===== config.mk =====
export PLATFORM = sky130hd
export DESIGN_NAME = cve2_sleep_ctrl
export DESIGN_NICKNAME = d
export VERILOG_FILES = /design/src/rtl/cve2_sleep_ctrl.sv
export SDC_FILE = /design/constraint.sdc
export NUM_CORES = 1
export LEC_CHECK = 0
export ABC_AREA = 1
export BUFFER_PORTS_ARGS = -buffer_cell sky130_fd_sc_hd__buf_2
export CAP_MARGIN = 20
export CORE_ASPECT_RATIO = 1.4
export CORE_MARGIN = 1
export CORE_UTILIZATION = 50
export DETAILED_ROUTE_END_ITERATION = 10
export PLACE_DENSITY_LB_ADDON = 0.08
export SYNTH_ARGS = -nofsm -noshare
export SYNTH_HDL_FRONTEND = slang
export SYNTH_SLANG_ARGS = --single-unit

===== constraint.sdc =====
create_clock -name clk_i -period 5.35 [get_ports clk_i]
set_clock_uncertainty 0.15 [all_clocks]
set_input_delay 0.535 -clock clk_i [delete_from_list [all_inputs] [get_ports clk_i]]
set_output_delay 0.535 -clock clk_i [all_outputs]
set_load 0.05 [all_outputs]

===== src/rtl/cve2_sleep_ctrl.sv =====
// cve2_sleep_ctrl: core sleep and clock-enable controller, runs on the ungated clock.
// Ports: clk_i/rst_i (async active-high), test_en_i, fetch_enable_i, core_busy_i,
//   sleep_allow_i, idle_delay_i, wake_src_i/wake_mask_i, irq_nm_i, debug_req_i in;
//   clk_en_o (core clock gate enable), fetch_enable_o, core_sleep_o, wake_cause_o,
//   sleep_count_o out.
module cve2_sleep_ctrl #(
  parameter int unsigned NumWakeSrc       = 19,
  parameter int unsigned IdleCntWidth     = 6,
  parameter int unsigned WakeSettleCycles = 2
) (
  input  logic                    clk_i,
  input  logic                    rst_i,
  input  logic                    test_en_i,
  input  logic                    fetch_enable_i,
  input  logic                    core_busy_i,
  input  logic                    sleep_allow_i,
  input  logic [IdleCntWidth-1:0] idle_delay_i,
  input  logic [NumWakeSrc-1:0]   wake_src_i,
  input  logic [NumWakeSrc-1:0]   wake_mask_i,
  input  logic                    irq_nm_i,
  input  logic                    debug_req_i,
  output logic                    clk_en_o,
  output logic                    fetch_enable_o,
  output logic                    core_sleep_o,
  output logic [NumWakeSrc+1:0]   wake_cause_o,
  output logic [15:0]             sleep_count_o
);

  localparam int unsigned SettleW = (WakeSettleCycles > 1) ? $clog2(WakeSettleCycles) : 1;
  localparam logic [SettleW-1:0] SettleLoad = SettleW'(WakeSettleCycles - 1);

  typedef enum logic [2:0] {
    S_OFF,
    S_RUN,
    S_IDLE,
    S_SLEEP,
    S_WAKE
  } state_e;

  state_e                  state_q, state_d;
  logic                    busy_q;
  logic [IdleCntWidth-1:0] idle_cnt_q, idle_cnt_d;
  logic [SettleW-1:0]      settle_cnt_q, settle_cnt_d;
  logic                    fetch_en_q, fetch_en_d;
  logic [NumWakeSrc+1:0]   cause_q, cause_d;
  logic [15:0]             sleep_cnt_q;
  logic                    sleep_entry;
  logic                    clk_en;

  logic [NumWakeSrc-1:0]   wake_masked;
  logic                    wake_any;
  logic                    idle;

  assign wake_masked = wake_src_i & wake_mask_i;
  assign wake_any    = (|wake_masked) | irq_nm_i | debug_req_i;
  // Any pending wake vetoes idle, so a wake coinciding with counter expiry never sleeps.
  assign idle        = !busy_q && !wake_any && sleep_allow_i;

  always_ff @(posedge clk_i or posedge rst_i) begin
    if (rst_i) begin
      state_q      <= S_OFF;
      busy_q       <= 1'b0;
      idle_cnt_q   <= '0;
      settle_cnt_q <= '0;
      fetch_en_q   <= 1'b0;
      cause_q      <= '0;
      sleep_cnt_q  <= '0;
    end else begin
      state_q      <= state_d;
      busy_q       <= core_busy_i;
      idle_cnt_q   <= idle_cnt_d;
      settle_cnt_q <= settle_cnt_d;
      fetch_en_q   <= fetch_en_d;
      cause_q      <= cause_d;
      if (sleep_entry && (sleep_cnt_q != 16'hFFFF)) begin
        sleep_cnt_q <= sleep_cnt_q + 16'd1;
      end
    end
  end

  always_comb begin
    state_d      = state_q;
    idle_cnt_d   = idle_cnt_q;
    settle_cnt_d = settle_cnt_q;
    fetch_en_d   = fetch_en_q;
    cause_d      = cause_q;
    sleep_entry  = 1'b0;
    clk_en       = 1'b1;

    case (state_q)
      S_OFF: begin
        clk_en = test_en_i;
        if (fetch_enable_i) begin
          fetch_en_d = 1'b1;
          state_d    = S_RUN;
        end
      end
      S_RUN: begin
        if (idle) begin
          if (idle_delay_i == '0) begin
            state_d     = S_SLEEP;
            sleep_entry = 1'b1;
          end else begin
            // The RUN cycle itself counts as the first idle cycle.
            idle_cnt_d = idle_delay_i - IdleCntWidth'(1);
            state_d    = S_IDLE;
          end
        end
      end
      S_IDLE: begin
        if (!idle) begin
          idle_cnt_d = '0;
          state_d    = S_RUN;
        end else if (idle_cnt_q == '0) begin
          state_d     = S_SLEEP;
          sleep_entry = 1'b1;
        end else begin
          idle_cnt_d = idle_cnt_q - IdleCntWidth'(1);
        end
      end
      S_SLEEP: begin
        // Combinational wake path: enable rises in the same cycle as the source.
        clk_en = wake_any | busy_q | test_en_i;
        if (wake_any || busy_q) begin
          cause_d      = {debug_req_i, irq_nm_i, wake_masked};
          settle_cnt_d = SettleLoad;
          state_d      = S_WAKE;
        end
      end
      S_WAKE: begin
        if (settle_cnt_q == '0) begin
          state_d = S_RUN;
        end else begin
          settle_cnt_d = settle_cnt_q - SettleW'(1);
        end
      end
      default: begin
        state_d = S_OFF;
      end
    endcase
  end

  assign clk_en_o       = clk_en;
  assign fetch_enable_o = fetch_en_q;
  assign core_sleep_o   = fetch_en_q & !clk_en;
  assign wake_cause_o   = cause_q;
  assign sleep_count_o  = sleep_cnt_q;

endmodule


Word-level counts from Yosys, hierarchy flattened
Index checks and enable logic that the tools add are counted.
Word-level totals
  flip-flop bits (word level): 49
  bits in latches: 0
  memory bits (writable): 0
  bits in read-only memories: 0
  input bits: 52
  output and inout port bits: 40
  word-level logic and storage cells: 69
  memories kept: 0
Cells by class
  $add $sub $neg: 4
  multipliers: 0
  divide/modulo/power cells: 0
  magnitude comparators: 0
  eq/ne operators: 12
  shift operators: 0
  mux-type cells: 22
  bitwise gates (word level): 6
  reductions and logical operators: 18
Operator list (number)
  $mux W6: 4
  $and A19 B19 Y19: 1
  $reduce_or A19 Y1: 1
  $mux W3: 6
  $add A16 B1 Y16 const B: 1
  $ne A16 B16 Y1 const B: 1
  $pmux W3 S5: 1
  $logic_not A6 Y1: 2
  $pmux W6 S2: 1
  $sub A6 B1 Y6 const B: 2
  $ne A2 B2 Y1 const B: 5
  $mux W1: 7
  $eq A3 B2 Y1 const B: 2
  $ne A3 B3 Y1 const B: 2
  $pmux W1 S2: 3
  $reduce_and A2 Y1: 3
  $reduce_and A5 Y1: 1
  $or A1 B1 Y1: 4
  $reduce_and A4 Y1: 1
  $reduce_bool A2 Y1: 2
  $eq A3 B1 Y1 const B: 1
  $eq A3 B3 Y1 const B: 1
  $logic_and A1 B1 Y1: 3
  $logic_not A1 Y1: 3
  other kinds (4): 4

Longest topological paths before layout
Gate-level depths: netlist of run 1.
  depth in word-level cells: 10
  mapped depth: 14
  mapped depth without buffers: 14

Worst setup path before layout of run 1
No wires, ideal clock.
  path type: in2out
  from: in wake_src_i[3]
  to: out core_sleep_o
  arrival: 2.294 ns
  required time: 4.665 ns
  slack: 2.371 ns
  stages on the path: 9
  path buffers: 0
  cells stage by stage: nand2_1 > nand2_1 > nor2_1 > nand2_1 > nor2_4 > nand2_1 > nand2_1 > nand2_1 > nor2_1
On the way
  longest elaborated chain between the ends: 9
RTL lines
  start, declared: line 18  | input logic [NumWakeSrc-1:0] wake_src_i,
  $and A19 B19 Y19: line 54  | assign wake_masked = wake_src_i & wake_mask_i;
  $reduce_or A19 Y1: line 55  | assign wake_any = (|wake_masked) | irq_nm_i | debug_req_i;
  $or A1 B1 Y1 (2 in series): line 55
  $or A1 B1 Y1 (2 in series): line 123  | clk_en = wake_any | busy_q | test_en_i;
  $pmux W1 S2: line 90  | case (state_q)
  net clk_en_o: line 22  | output logic clk_en_o,
  $logic_not A1 Y1: line 145  | assign core_sleep_o = fetch_en_q & !clk_en;
  $and A1 B1 Y1: line 145
  end, declared: line 24  | output logic core_sleep_o,
The timed path passes the listed nets, and every way through them passes these cells.

Worst setup path in the final report of run 1
  from: reg busy_q
  to: out core_sleep_o
On the way
  longest elaborated chain between the ends: 5
RTL lines
  start, declared: line 41  | logic busy_q;
  start signal, assigned: line 70  | busy_q <= core_busy_i;
  $or A1 B1 Y1 (2 in series): line 123
  $pmux W1 S2: line 90
  $logic_not A1 Y1: line 145
  $and A1 B1 Y1: line 145
Every way passes these cells.

==> results.md, run 1 <==
* Status: complete, no violations
* Cells after synthesis at 363
* CP peak stage delay at 0.39 ns
* Average size of a mapped cell at 7.404 sq um
* Met2 WL at 2989 um
* Slew headroom at 64.16%
* Top sig layer: met4
* Final worst path period share at 52.96%
* Num CTS Buffers at 5
* Syn Std Cell Area at 2688 sq um
* Clk buf depth at 2
* # Max-Cap Violations at 0
* Yosys warnings at 0
* Diode count at 0
* CTS tree: yes
* Worst path most repeated cell: nand2_1
* Register bit total from synthesis at 49
* Critical Path AT at 2.15 ns
* H-tree Lvls at 2
* Seq/Total Area, Yosys at 45.62%
* Total track usage at 22.97%
* Grt total ovfl at 0
* Element type at the critical path start: register
* Setup_tns at 0 ns
* Die width at 63.96 um
* Static Leak at 1.823 nW
* Nets at 514
* Fmax achieved at 352.9 MHz
* WP data required at 4.66 ns
* Iter 0 DRT Violations at 81
* Via count at 2581
* Clock Root Buffer: clkbuf_8
* I/O Pins at 92
* Filler instances at 458
* Area of the core at 5159 sq um
* Area delta synth->final at 23.42%
* Via density at 4.907
* WL met1 at 2629 um
* Site Rows at 31
* DRC viols at 0
* Final setup violation count at 0
* Dpl hpwl at 4568 um
* Initial antenna violation count at 0
* Clock sinks at 49
* Final antenna-violating net count at 0
* Final Critical Period at 2.834 ns
* Reg2reg setup slack at 3.41 ns
* Drt total wl at 5960 um
* Maximum vdd ir drop at 307.2 uV
* WL met3 at 254 um
* Final GP Congestion at 0.8424
* Hold/Removal Path Class: input pin to register
* Largest net degree at the start of global routing at 50
* Die height at 88.75 um
* First-pass GRT wire length at 10170 um
* Worst-path fanout max at 44
* Die footprint at 5676 sq um
* Unrepaired setup endpoints after global routing: no
* DR pass1 iterations at 4
* Hold Violations, Final at 0
* Share of layout cells above drive strength 1 at 24.57%
* Syn nets at 418
* Number of global-route vias before repair at 2506
* Clock Latency Late Sink at 0.30 ns
* Slew @ Worst Pin at 0.5335 ns
* Clock transition at path regs at 0.09 ns
* CP Cell Sequence: nor2_1 > nand2_1 > nor2_1 > nand2_1 > nand2_1 > buf_4 > nand2_1 > nor2_1 > buf_2
* Drt wl/cell at 11.33 um
* Initial core utilization at 52.10%
* Crit-path slowest cell: dfrtp_1
* Worst setup EP type: output pin
* Slew Viols, Final at 0
* CP Class: register to output pin
* P per Cell Area at 455.1 nW/um^2
* Core Util, Final at 64.30%
* Yosys cell types at 24
* I/O Buffers at 91
## what timing repair did
action	in CTS	in global routing
gates resized for setup	0	0
endpoints found under the setup margin	0	0
setup buffers	0	0
hold endpoints to repair	0	7
hold buffers	0	1
## cell type report
class                   count  area [sq um]  share of cell area [%]
repair buffers             94         493.0                   14.86
flip-flops and latches     49          1226                   36.97
inverters                  46         172.7                   5.206
multi-input cells         263          1259                   37.95
clock inverters             1         7.507                  0.2263
well taps                  66         82.58                   2.490
clock buffers               7         76.32                   2.301
## power breakdown
group / internal (mW) / total, mW / switching [mW] / leakage, nW
Sequential: 0.475 / 0.552 / 0.0768 / 0.606
Combinational: 0.200 / 0.741 / 0.541 / 1.18
Clock: 0.0928 / 0.217 / 0.124 / 0.0385
## cell usage after synthesis, drive strengths merged
cell | count | area (sq um)
a21oi | 2 | 10.01
and3 | 1 | 6.260
buf | 4 | 26.27
clkbuf | 1 | 3.750
dfrtp | 49 | 1226
ha | 3 | 37.54
inv | 46 | 172.7
nand2 | 134 | 503.0
nand3 | 24 | 130.1
nand4 | 10 | 62.56
nor2 | 26 | 115.1
nor3 | 12 | 81.33
o21ai | 35 | 175.2
or2 | 1 | 6.260
xnor2 | 3 | 26.28
xor2 | 12 | 105.1
## cell usage in the layout, fill, tap and decap left out
master and count:
nor3_1 9, nor3_2 2, inv_2 5, a21oi_1 2
nand3_1 22, buf_12 1, inv_1 41, nand3_2 2
nand4_1 10, clkbuf_8 5, o21ai_0 30, dfrtp_1 49
nand2_1 134, nor2_2 1, clkbuf_1 2, o21ai_1 5
buf_4 1, nor3_4 1, xnor2_1 3, or2_2 1
and3_1 1, clkinvlp_4 1, dlygate4sd3_1 1, nor2_4 2
ha_1 3, nor2_1 23, xor2_1 12, buf_2 91
## state kept, by name, indices dropped and copies added (netlist names)
register,cells
wake_cause_o,21
idle_cnt_q,6
state_q,3
settle_cnt_q,1
sleep_count_o,16
fetch_enable_o,1
busy_q,1
## critical path, delay by kind of cell, from the launching register on
family,cells,cell delay (ns)
buffers and inverters,2,0.58
flip-flops,1,0.39
AND/OR/NAND/NOR,7,0.86
## worst paths after layout
check | start | depth (start not counted) | to
min reg2reg | fetch_enable_o$_DFFE_PP0P_ | 2 | fetch_enable_o$_DFFE_PP0P_
max reg2reg | sleep_count_o[0]$_DFFE_PP0P_ | 8 | sleep_count_o[10]$_DFFE_PP0P_
max in group asynchronous | rst_i | 4 | wake_cause_o[18]$_DFFE_PP0P_
min in group asynchronous | rst_i | 3 | sleep_count_o[0]$_DFFE_PP0P_
max | busy_q$_DFF_PP0_ | 9 | core_sleep_o
min | core_busy_i | 1 | busy_q$_DFF_PP0_
## logic make-up (layout without fill, tap and decap cells)
kind of cell               count (synthesis)  in the layout  synth area share (%)
buffers and inverters                     51            148                 7.541
DFF                                       49             49                 45.62
adders and majority gates                  3              3                 1.397
AOI/OAI and AO/OA                         37             37                 6.890
xor gates and xnor gates                  15             15                 4.888
and+or+nand+nor                          208            208                 33.66
## metrics by stage
step	area, sq um	total power [mW]	instances	worst slack (ns)	hold slack, ns
after CTS	3287	1.516	524	2.485	0.1781
after detailed placement	3203	1.300	516	2.520	0.3158
after global placement	3203	1.286	516	2.570	0.3139
final	3317	1.509	526	2.516	0.1857
after global routing	3317	1.614	526	2.322	0.1723
after floorplan	2688	1.121	363	2.371	0.3206
## routing by layer
layer	track usage [%]	vias to the layer above
li1	-	1337
met2	42.65	83
met3	4.124	7
met5	0	-
met1	26.29	1154
met4	8.058	0
No activity file was read; power rests on OpenSTA's default activity.
==> inputs of run 2 (changes only) <==
==> constraint.sdc (replaced) <==
create_clock -name clk_i -period 3 [get_ports clk_i]
set_clock_uncertainty 0.15 [all_clocks]
set_input_delay 0.3 -clock clk_i [delete_from_list [all_inputs] [get_ports clk_i]]
set_output_delay 0.3 -clock clk_i [all_outputs]
set_load 0.05 [all_outputs]
==> results.md, run 2 (synthesized netlist as in run 1, its figures left out) <==
* Via count at 2601
* Drt total wl at 6115 um
* CP Class: register to output pin
* H-tree Lvls at 2
* CTS tree: yes
* DR pass1 iterations at 4
* Largest net degree at the start of global routing at 50
* # Max-Cap Violations at 0
* Initial core utilization at 52.10%
* Area delta synth->final at 23.65%
* Num CTS Buffers at 5
* Clock Latency Late Sink at 0.30 ns
* Filler instances at 482
* P per Cell Area at 807.7 nW/um^2
* Slew headroom at 64.44%
* Slew @ Worst Pin at 0.5294 ns
* Iter 0 DRT Violations at 143
* Most common cell after layout, fill and taps aside: nand2_1
* Fmax achieved at 460.2 MHz
* Drt wl/cell at 11.60 um
* Site Rows at 31
* Total track usage at 23.67%
* CP peak stage delay at 0.37 ns
* Clock sinks at 49
* Fin cells at 527
* Area of the core at 5159 sq um
* Status: complete, no violations
* Hold/Removal Path Class: input pin to register
* Worst-path fanout max at 5
* Initial antenna violation count at 0
* Maximum vdd ir drop at 568.1 uV
* Final antenna-violating net count at 0
* Die width at 63.96 um
* Die height at 88.75 um
* Post-cts repair resize count at 0
* CP Cell Sequence: nor2_1 > nand2_1 > nor2_1 > nand2_1 > nand2_1 > nand2_1 > nor2_1 > buf_2
* Crit-path slowest cell: dfrtp_1
* Via density at 4.935
* Final setup violation count at 0
* WP data required at 2.55 ns
* Clock transition at path regs at 0.09 ns
* Unrepaired setup endpoints after global routing: no
* Die footprint at 5676 sq um
* Number of global-route vias before repair at 2527
* Area after DPL at 3203 sq um
* Final worst path period share at 72.42%
* Share of layout cells above drive strength 1 at 24.30%
* DRC viols at 0
* I/O Pins at 92
* Worst path most repeated cell: nand2_1
* Element type at the critical path start: register
* Final GP Congestion at 0.8439
* Number of flip-flops under the largest register name at 21
* Most frequent cells in the layout: nand2_1 (134), buf_2 (91), dfrtp_1 (49)
* Placed instance count at 516
* Worst setup EP type: output pin
* I/O Buffers at 91
* Clk buf depth at 2
* Diode count at 0
* Setup Buffers After CTS at 0
* Clock Root Buffer: clkbuf_8
* First-pass GRT wire length at 10580 um
* Dpl hpwl at 4717 um
* Slew Viols, Final at 0
* Hold Slack at 0.09033 ns
* Final Cell Area at 3323 sq um
* Hold Violations, Final at 0
* Setup_tns at 0 ns
* Nets at 515
* Critical Path AT at 1.72 ns
* Final Critical Period at 2.173 ns
* Grt total ovfl at 0
* Static Leak at 1.829 nW
run 2: power by group:
group / leakage, nW / internal [mW] / switching, mW
clock: 0.0395 / 0.166 / 0.207
sequential: 0.606 / 0.847 / 0.130
combinational: 1.18 / 0.358 / 0.976
total: 1.83 / 1.37 / 1.31
run 2: layer usage:
metal / up-vias / track usage [%] / part of all wire, %
met1: 1169 / 26.17 / 43
met2: 82 / 45.36 / 51
li1: 1344 / - / -
met4: 0 / 7.851 / 1.5
met3: 6 / 4.124 / 4.6
met5: - / 0 / 0
run 2: critical path, delay by kind of cell, from the launching register on:
kind,cells,cell delay (ns)
buf+inv,1,0.26
simple gates,7,0.79
flops,1,0.37
run 2: worst paths after layout:
kind | start | to | slack [ns] | depth (start not counted)
max | busy_q$_DFF_PP0_ | core_sleep_o | 0.83 | 8
min | irq_nm_i | wake_cause_o[19]$_DFFE_PP0P_ | 0.09 | 3
max reg2reg | sleep_count_o[0]$_DFFE_PP0P_ | sleep_count_o[7]$_DFFE_PP0P_ | 1.02 | 8
min reg2reg | wake_cause_o[19]$_DFFE_PP0P_ | wake_cause_o[19]$_DFFE_PP0P_ | 0.33 | 2
max in group asynchronous | rst_i | wake_cause_o[4]$_DFFE_PP0P_ | 1.85 | 4
min in group asynchronous | rst_i | sleep_count_o[12]$_DFFE_PP0P_ | 0.36 | 3
run 2: final cells by class:
type	count	area (sq um)	area share, %
Multi-Input combinational cell	263	1259	37.88
Clock buffer	8	80.08	2.410
Tap cell	66	82.58	2.485
Inverter	46	172.7	5.196
Sequential cell	49	1226	36.90
Timing Repair Buffer	95	503.0	15.14
run 2: what timing repair did:
item                                   in CTS  in global routing
endpoints found under the hold margin       1                 13
hold buffers                                1                  1
setup endpoints to repair                   0                  0
run 2: stage by stage:
stage | power [mW] | setup WS (ns) | utilization [%]
final | 2.684 | 0.8273 | 64.42
after global routing | 2.872 | 0.6590 | 64.42
after CTS | 2.710 | 0.8077 | 63.84
after detailed placement | 2.327 | 0.7993 | 62.09
after global placement | 2.292 | 0.8589 | 62.09
after floorplan | 2.000 | 0.4830 | -
==> inputs of run 3 (changes only) <==
--- a/config.mk
+++ b/config.mk
@@ -10,7 +10,7 @@
 export CAP_MARGIN = 20
 export CORE_ASPECT_RATIO = 1.4
 export CORE_MARGIN = 1
-export CORE_UTILIZATION = 50
+export CORE_UTILIZATION = 45
 export DETAILED_ROUTE_END_ITERATION = 10
 export PLACE_DENSITY_LB_ADDON = 0.08
 export SYNTH_ARGS = -nofsm -noshare
==> constraint.sdc (replaced) <==
create_clock -name clk_i -period 1.9 [get_ports clk_i]
set_clock_uncertainty 0.15 [all_clocks]
set_input_delay 0.19 -clock clk_i [delete_from_list [all_inputs] [get_ports clk_i]]
set_output_delay 0.19 -clock clk_i [all_outputs]
set_load 0.05 [all_outputs]
==> results.md, run 3 (synthesized netlist as in run 1, its figures left out) <==
* Status: complete, no violations
* Final antenna-violating net count at 0
* Worst Hold End: wake_cause_o[14]$_DFFE_PP0P_
* Clock sinks at 49
* WP data required at 1.56 ns
* Number of flip-flops under the largest register name at 21
* Area delta synth->final at 35.24%
* Final Critical Period at 1.858 ns
* Flop pwr share at 33.1%
* # Max-Cap Violations at 0
* Num CTS Buffers at 5
* Drt total wl at 6250 um
* P per Cell Area at 1290 nW/um^2
* Hold Violations, Final at 0
* H-tree Lvls at 2
* Maximum vdd ir drop at 1232 uV
* Placed instance count at 534
* Int Pwr at 2.509 mW
* Diode count at 0
* Filler instances at 503
* Final GP Congestion at 0.8628
* Core Util, Final at 64.38%
* Dpl hpwl at 4676 um
* Hold_sp: wake_mask_i[14]
* Reg2reg setup slack at 0.06 ns
* Unrepaired setup endpoints after global routing: yes
* CTS tree: yes
* Nets at 540
* DR pass1 iterations at 5
* DRC viols at 0
* Area of the core at 5645 sq um
* Die height at 93.44 um
* Site Rows at 32
* Initial antenna violation count at 0
* Initial core utilization at 47.61%
* Slew Viols, Final at 0
* FF-to-FF path depth at 9
* Worst hold stages at 3
* Fmax achieved at 538.1 MHz
* Hold/Removal Path Class: input pin to register
* Slew headroom at 74.97%
* Static Leak at 1.966 nW
* Die footprint at 6290 sq um
* Pre-CTS WS at 0.008761 ns
* First-pass GRT wire length at 10420 um
* Clock transition at path regs at 0.09 ns
* Die width at 67.32 um
* Critical Path AT at 1.52 ns
* Clock Root Buffer: clkbuf_8
* Drt wl/cell at 11.28 um
* Most common cell after layout, fill and taps aside: nand2_1
* I/O Buffers at 91
* Slew @ Worst Pin at 0.3725 ns
* Sw power at 2.181 mW
* Final worst path period share at 97.81%
* Switching share of power at 46.51%
* Reg-to-reg startpoint: state_q[2]$_DFFE_PP0P_
* Via density at 4.810
* Overall Power at 4.690 mW
* Most frequent cells in the layout: nand2_1 (129), buf_2 (89), dfrtp_1 (44)
* Worst-path fanout max at 5
* Element type at the critical path start: register
* Iter 0 DRT Violations at 97
* FF-to-FF End: sleep_count_o[7]$_DFFE_PP0P_
* I/O Pins at 92
* Comb pwr share at 51.0%
* Largest net degree at the start of global routing at 37
* Setup_tns at 0 ns
* Grt total ovfl at 0
* Clk buf depth at 2
* Clock power frac at 15.9%
* Fin cells at 554
* CP Class: register to output pin
* Via count at 2665
* Worst setup EP type: output pin
* Clock Latency Late Sink at 0.30 ns
* Number of global-route vias before repair at 2536
* Final setup violation count at 0
* Total track usage at 21.49%
* Final Worst Setup Slack at 0.04159 ns
* Share of layout cells above drive strength 1 at 31.69%
-- run 3: cell type report --
| type | count | area, sq um | share of cell area, % |
|---|---|---|---|
| Clock buffer | 6 | 72.57 | 1.997 |
| Tap cell | 68 | 85.08 | 2.341 |
| Timing Repair Buffer | 120 | 720.7 | 19.83 |
| Clock inverter | 2 | 35.03 | 0.9639 |
| Multi-Input combinational cell | 263 | 1314 | 36.14 |
| Sequential cell | 49 | 1232 | 33.91 |
| Inverter | 46 | 175.2 | 4.819 |
-- run 3: routing by layer --
| layer | vias to the layer above | part of all wire, % | GRT usage, % |
|---|---|---|---|
| met1 | 1187 | 43 | 25.06 |
| met3 | 7 | 5.1 | 4.146 |
| met4 | 0 | 1.1 | 6.206 |
| met2 | 82 | 51 | 38.58 |
| li1 | 1389 | - | - |
| met5 | - | 0 | 0 |
-- run 3: per-stage QoR --
stage | hold slack (ns) | instance area (sq um)
2_1_floorplan | 0.07143 | 2701
3_3_place_gp | 0.02034 | 3364
3_5_place_dp | 0.02870 | 3364
4_1_cts | 0.004456 | 3548
5_1_grt | 0.01654 | 3635
6_report | 0.01056 | 3635
-- run 3: worst max path at each step --
stage / start / endpoint / depth (start not counted)
2_1_floorplan: busy_q$_DFF_PP0_ / core_sleep_o / 7
5_1_grt: state_q[1]$_DFFE_PP0P_ / core_sleep_o / 6
3_5_place_dp: idle_delay_i[0] / sleep_count_o[10]$_DFFE_PP0P_ / 14
4_1_cts: state_q[2]$_DFFE_PP0P_ / core_sleep_o / 6
6_report: state_q[2]$_DFFE_PP0P_ / core_sleep_o / 6
3_3_place_gp: idle_delay_i[0] / sleep_count_o[10]$_DFFE_PP0P_ / 14
-- run 3: critical path: stages (launching register included) --
cell     delay [ns]
dfrtp_2        0.47
nor3_4         0.20
inv_1          0.07
a21oi_2        0.13
nand2_2        0.09
nor2_4         0.11
buf_8          0.15
-- run 3: repair_timing --
| item | CTS | global route |
|---|---|---|
| hold buffers | 4 | 0 |
| pin swaps | 1 | 4 |
| buffers inserted | 1 | 7 |
| gates resized for setup | 9 | 11 |
| endpoints found under the setup margin | 2 | 20 |
| endpoints found under the hold margin | 16 | 0 |
| cloned | 0 | 0 |
-- run 3: power by group through the flow --
stage          sequential (mW)  combinational [mW]  clock (mW)
2_1_floorplan             2.20               0.972           0
3_3_place_gp              1.56                2.20           0
3_5_place_dp              1.55                2.22           0
4_1_cts                   1.55                2.31       0.765
5_1_grt                   1.59                2.63       0.798
6_report                  1.55                2.39       0.744
